==> config.mk <==
export PLATFORM = sky130hd
export DESIGN_NAME = clk_div_switch
export DESIGN_NICKNAME = d
export VERILOG_FILES = /design/src/rtl/clk_div_switch.sv
export SDC_FILE = /design/constraint.sdc
export NUM_CORES = 1
export LEC_CHECK = 0
export BUFFER_PORTS_ARGS = -buffer_cell sky130_fd_sc_hd__buf_2
export CAP_MARGIN = 0
export CORE_MARGIN = 2
export CORE_UTILIZATION = 54
export DETAILED_ROUTE_END_ITERATION = 7
export GPL_TIMING_DRIVEN = 0
export MAX_ROUTING_LAYER = met4
export PLACE_DENSITY = 0.77
export SLEW_MARGIN = 10
export SYNTH_ARGS = -nofsm -noshare
export SYNTH_HDL_FRONTEND = slang
export SYNTH_SLANG_ARGS = --single-unit
==> constraint.sdc <==
create_clock -name clk -period 1.9 [get_ports clk]
set_input_delay 0.38 -clock clk [delete_from_list [all_inputs] [get_ports clk]]
set_output_delay 0.38 -clock clk [all_outputs]
set_load 0.05 [all_outputs]
==> src/rtl/clk_div_switch.sv <==
// Glitch-free programmable clock divider. Ratio changes land only at a period
// boundary, after a forced-low gap, and are acknowledged with a one-cycle pulse.
module clk_div_switch #(
   parameter int unsigned DIV_W     = 4,
   parameter int unsigned RST_RATIO = 4,
   parameter int unsigned GAP       = 2
) (
   input  logic             clk,
   input  logic             rstn,
   input  logic             div_req,
   input  logic [DIV_W-1:0] div_ratio,
   output logic             div_ack,
   output logic             busy,
   output logic             req_err,
   output logic [DIV_W-1:0] cur_ratio,
   output logic             clk_out
);

   localparam int unsigned GCNT_W   = (GAP > 1) ? $clog2(GAP) : 1;
   localparam int unsigned GAP_LAST = (GAP > 0) ? GAP - 1 : 0;

   typedef enum logic [1:0] {
      S_RUN    = 2'd0,
      S_GAPW   = 2'd1,
      S_SWITCH = 2'd2
   } state_e;

   state_e              state_q, state_d;
   logic [DIV_W-1:0]    cnt_q, cnt_d;
   logic [GCNT_W-1:0]   gcnt_q, gcnt_d;
   logic [DIV_W-1:0]    pend_q, pend_d;
   logic [DIV_W-1:0]    cur_q, cur_d;
   logic                busy_q, busy_d;
   logic                ack_q, ack_d;
   logic                err_q, err_d;
   logic                clk_q, clk_d;

   logic [DIV_W-1:0]    half_c;
   logic [DIV_W-1:0]    last_c;
   logic                gated_c;
   logic                boundary_c;

   // Period geometry of the ratio in force; a gated output is always at a boundary.
   assign half_c     = cur_q >> 1;
   assign last_c     = cur_q - DIV_W'(1);
   assign gated_c    = (cur_q == '0);
   assign boundary_c = gated_c || (cnt_q == last_c);

   always_comb begin
      state_d = state_q;
      cnt_d   = cnt_q;
      gcnt_d  = gcnt_q;
      pend_d  = pend_q;
      cur_d   = cur_q;
      busy_d  = busy_q;
      ack_d   = 1'b0;
      err_d   = div_req & busy_q;
      clk_d   = 1'b0;

      // Capture a new ratio; ratio 1 cannot be made glitch-free, so it runs as 2.
      if (div_req && !busy_q) begin
         pend_d = (div_ratio == DIV_W'(1)) ? DIV_W'(2) : div_ratio;
         busy_d = 1'b1;
      end

      case (state_q)
         S_RUN: begin
            if (gated_c) begin
               cnt_d = '0;
            end else begin
               clk_d = (cnt_q < half_c);
               cnt_d = (cnt_q == last_c) ? '0 : cnt_q + DIV_W'(1);
            end
            if (boundary_c && busy_q) begin
               gcnt_d  = '0;
               state_d = (GAP > 0) ? S_GAPW : S_SWITCH;
            end
         end
         S_GAPW: begin
            if (gcnt_q == GCNT_W'(GAP_LAST)) begin
               state_d = S_SWITCH;
            end else begin
               gcnt_d = gcnt_q + GCNT_W'(1);
            end
         end
         S_SWITCH: begin
            cur_d   = pend_q;
            cnt_d   = '0;
            ack_d   = 1'b1;
            busy_d  = 1'b0;
            state_d = S_RUN;
         end
         default: begin
            state_d = S_RUN;
         end
      endcase
   end

   always_ff @(posedge clk or negedge rstn) begin
      if (!rstn) begin
         state_q <= S_RUN;
         cnt_q   <= '0;
         gcnt_q  <= '0;
         pend_q  <= '0;
         cur_q   <= DIV_W'(RST_RATIO);
         busy_q  <= 1'b0;
         ack_q   <= 1'b0;
         err_q   <= 1'b0;
         clk_q   <= 1'b0;
      end else begin
         state_q <= state_d;
         cnt_q   <= cnt_d;
         gcnt_q  <= gcnt_d;
         pend_q  <= pend_d;
         cur_q   <= cur_d;
         busy_q  <= busy_d;
         ack_q   <= ack_d;
         err_q   <= err_d;
         clk_q   <= clk_d;
      end
   end

   assign div_ack   = ack_q;
   assign busy      = busy_q;
   assign req_err   = err_q;
   assign cur_ratio = cur_q;
   assign clk_out   = clk_q;

endmodule
Word level (Yosys, flattened, before mapping)
Cells that the tools add are included.

word-level totals
  register bits = 19
  input bits = 7
  output and inout bits = 8
  logic and storage cells = 46

operators by class
  $add $sub $neg = 3
  magnitude comparators = 1
  eq/ne operators = 6
  mux-type cells = 15
  bitwise operators = 1
  reductions and logical operators = 11

operators with widths
  kind                                                                   count
  4-bit 2-to-1 mux                                                       3
  4-bit case mux with 2 select lines                                     1
  1-bit 2-to-1 mux                                                       7
  2-bit nonzero test                                                     3
  4-bit by 1-bit adder with 4-bit output, second input constant          1
  4-bit by 1-bit equality test with 1-bit output, second input constant  1
  4-bit equality test                                                    1
  4-bit zero test                                                        1
  4-bit by 3-bit less-than comparator with 1-bit output                  1
  2-bit 2-to-1 mux                                                       2
  2-bit inequality test, second input constant                           2
  2-bit case mux with 2 select lines                                     1
  2-bit AND reduction                                                    2
  4-bit by 1-bit subtractor with 4-bit output, second input constant     1
  2-bit by 1-bit equality test with 1-bit output, second input constant  1
  2-bit equality test, second input constant                             1
  1-bit logical AND                                                      2
  2-bit zero test                                                        1
  1-bit case mux with 2 select lines                                     1
  1-bit adder, second input constant                                     1
  1-bit bitwise AND                                                      1
  1-bit zero test                                                        1
  1-bit logical OR                                                       1

Depth between registers and ports, before layout
  depth in word-level cells = 6
  mapped depth = 6
  gate-level depth less buffers = 6

Least setup slack after synthesis
No wires, ideal clock.

  path kind = register to register
  start = register cur_q[0], in the netlist cur_ratio[0]
  end = register cnt_q[3]
  data arrival time = 1.687 ns
  data required time = 1.767 ns
  setup slack = 0.079 ns
  cell stages (with the launch flop) = 7
  buffers on the path = 0
  cell sequence = dfrtp_1 -> inv_1 -> ha_1 -> xor2_1 -> nand3_2 -> o211ai_1 -> o211ai_1

between the ends
  word-level cells in the longest chain between the ends = 5
  elaborated cells between the ends (all ways) = 6
  those cells by class = 1 x add/sub; 1 x eq/ne; 3 x mux; 1 x reduce/logical

RTL lines
  what                                         line  source
  start: declaration                           32    logic [DIV_W-1:0] cur_q, cur_d;
  start signal: assignment                     105   cur_q <= DIV_W'(RST_RATIO);
  start signal: assignment                     115   cur_q <= cur_d;
  4-bit by 1-bit subtractor with 4-bit output  45    assign last_c = cur_q - DIV_W'(1);
  4-bit equality test                          72    cnt_d = (cnt_q == last_c) ? '0 : cnt_q + DIV_W'(1);
  4-bit 2-to-1 mux                             72
  4-bit 2-to-1 mux (*)                         68    if (gated_c) begin
  4-bit case mux with 2 select lines (*)       66    case (state_q)
  end signal: assignment                       112   cnt_q <= cnt_d;
  end: declaration                             29    logic [DIV_W-1:0] cnt_q, cnt_d;

Every way passes the cells marked *; elsewhere a longest branch is shown, timed or not.
A chain may end at the register's enable or synchronous reset.

Final worst setup path
Ends and elaborated chain as after synthesis.

==> impl_metrics.yaml <==
yosys:
  syn-cell-area_sq_um: 950
  ys_seq_area_frac: 0.502
  avgSynthCellArea_sq_um: 10.1
  synth_nets: 106
  ys_types: 28
  synthMostInstantiatedCell: "dfrtp_1"
  synth_commonest_cells: "dfrtp_1, nand2_1, o21ai_0"
  yosys_warnings: 0
  synth.top_cells.by_area: "dfrtp_1, ha_1, nand2_1, o21ai_0, dfstp_2"
  yosysTopAreaCell: "dfrtp_1"
  async_flop_share: 1.00
  synth_top_flop_cell: "dfrtp_1"
  synth_edf_count: 0
  yosys_register_bits: 19
  yosysTopAreaCellShare: 0.474
  synth_cells: 94
floorplan:
  die-height_um: 45.9
  dieArea_sq_mm: 0.00211
  coreArea_sq_mm: 0.00169
  ios: 15
  rows: 15
  die_width_um: 45.9
  start_util: 0.562
detailed_routing:
  wl_met1_um: 728
  drt_pass1_iterations: 4
  routedWlPerCell_um: 12.7
  postRouteWirelength_um: 1630
  drcViolationCount: 0
  via_count: 713
  vias_per_cell: 5.53
  top_layer: "met4"
  met2WireLength_um: 827
  postRouteAntennaNets: 0
  wl_met3_um: 48
  drtIter0Drc: 10
global_route:
  gr-usage-all-layers: 0.187
  grt_pass1_vias: 617
  antenna_found_initial: 0
  grt_pass1_wl_um: 2690
  overflow: 0
  grt_max_degree: 20
sta:
  final.setup.tns_ns: 0
  finalHoldWorstSlack_ns: -0.00367
  clock.fmax_mhz: 626
  worstMarginPinSlew_ns: 0.415
  setup_viol: 0
  period_needed_ns: 1.60
  hold_violations: 2
  fin_crit_sh: 0.841
  skew_ns: 0.00772
  rsz0062_at_grt: "false"
  slew_viol_final: 0
  maxSlewHeadroom: 0.723
worst_hold_path:
  hold_class: "input port to asynchronous set/reset pin"
clock_network:
  cts.clk_slew.worst_paths_ns: 0.10
  cts_buffers: 3
  clock_latency_ns: 0.30
  cts_tree: "done"
  cts.sink_count: 19
  hold_buffers: 0
  cts_setup_buffers: 0
  clock-root-buffer: "clkbuf_4"
  ctsResizeCount: 0
  clockBufferDepth: 2
  htree_levels: 1
critical_path:
  crit_required_ns: 2.08
  critPathArrivalTime_ns: 1.78
  crit_path_start_kind: "flip-flop"
  r2r_cells: 6
  crit_type: "flip-flop to flip-flop"
  end_kind: "flip-flop"
  rrSetupSlack_ns: 0.30
  path_max_fanout: 4
  r2r-end: "cnt_q[3]"
  rr_startpoint: "cur_ratio[0]"
final_layout:
  fillers: 137
  utilization: 0.632
  nets: 125
  areaGrowthSynthToFinish_pct: 12.4
  antenna_cells: 0
  drive_above_1_share: 0.223
place:
  io_buffer_count: 14
  place_congestion: 0.807
  hpwl_um: 1260
pwr:
  internal_power_w: 0.00104
  p_comb_frac: 0.518
  p_sw_w: 0.000903
  p_leak_nw: 0.527
  p_seq_frac: 0.380
  ir_worst_vdd_v: 0.000904
  power.density_mw_per_mm2: 1820
  p_sw_frac: 0.466
  clockPowerShare: 0.103
status:
  status: "complete, but fails checks"
  violations: "hold timing"
run:
  drv_cap: 0
-- kinds of logic after synthesis --
kind of cell / share of synthesized area
buf+inv: 0.0316
flops: 0.502
compound gates: 0.129
mux: 0.0237
xor+xnor: 0.0685
fa+ha+maj: 0.0659
simple gates: 0.179
-- power by group through the flow --
stage	combinational, W	sequential [W]	clock (W)
floorplan	0.000596	0.000931	0
global placement	0.000976	0.000735	0
detailed placement	0.00101	0.000745	0
CTS	0.00102	0.000736	0.000211
global route	0.00111	0.000760	0.000230
finish	0.00100	0.000735	0.000199
-- worst max-delay path by stage --
| stage | start | endpoint | slack (ns) | cells after the start |
|---|---|---|---|---|
| after global placement | cur_ratio[0] | cnt_q[3] | 0.32 | 6 |
| final | cur_ratio[0] | cnt_q[3] | 0.30 | 6 |
| after detailed placement | cur_ratio[0] | cnt_q[3] | 0.31 | 6 |
| after CTS | cur_ratio[0] | cnt_q[3] | 0.29 | 6 |
| after global routing | cur_ratio[0] | cnt_q[3] | 0.17 | 6 |
| after floorplan | cur_ratio[0] | cnt_q[3] | 0.08 | 6 |
-- cell type report --
class	count	area, sq um	area share
multi-input cells	67	443	0.415
inverters	7	26.3	0.0246
plain buffers	1	3.75	0.00352
clock buffers	4	26.3	0.0246
flip-flops and latches	19	477	0.447
repair buffers	14	70.1	0.0657
well taps	17	21.3	0.0199
-- sequential cells by signal, summed over array words and instances, names as in the netlist --
name       count
div_ack        1
pend_q         4
clk_out        1
req_err        1
cnt_q          4
gcnt_q         1
cur_ratio      4
busy           1
state_q        2
-- metrics by stage --
step | hold WS (ns) | worst slack [ns] | area (sq um) | cells | power, W
after floorplan | 0.0844 | 0.0793 | 950 | 94 | 0.00153
after global placement | 0.336 | 0.323 | 1040 | 125 | 0.00171
after detailed placement | 0.342 | 0.310 | 1040 | 125 | 0.00176
after CTS | 0.0106 | 0.294 | 1070 | 129 | 0.00196
after global routing | 0.0250 | 0.168 | 1070 | 129 | 0.00210
final | -0.00367 | 0.303 | 1070 | 129 | 0.00194
-- critical path, cell delays in order, from the launching register on --
cell	delay, ns
dfrtp_1	0.44
inv_1	0.12
ha_1	0.14
or3b_1	0.38
and2_1	0.21
o211ai_1	0.10
o211ai_1	0.11
-- cells in the final DEF, fill, tap and decap left out --
cell,count
xnor2_1,1
xnor2_2,1
dfstp_2,1
o21ai_0,10
nand2b_1,2
ha_1,5
o31ai_1,1
and2_1,2
nand3_1,1
nor3_2,1
nor2b_1,3
nand2_1,16
o22ai_1,1
dfrtp_1,18
inv_1,7
a31o_1,1
o21ai_2,1
xnor3_1,1
xor2_1,2
mux2_2,2
o221ai_1,1
nor2_2,1
or3b_1,1
nor2_1,7
buf_2,14
nand3_2,1
clkbuf_4,3
a21oi_1,2
o211ai_1,3
clkbuf_1,2
-- per-layer routing --
layer / global-route usage / vias to the layer above
met2: 0.294 / 15
met3: 0.0238 / 3
met1: 0.238 / 340
met4: 0.0857 / 0
li1: - / 355
met5: - / -
No activity file was read; power rests on OpenSTA's default activity.
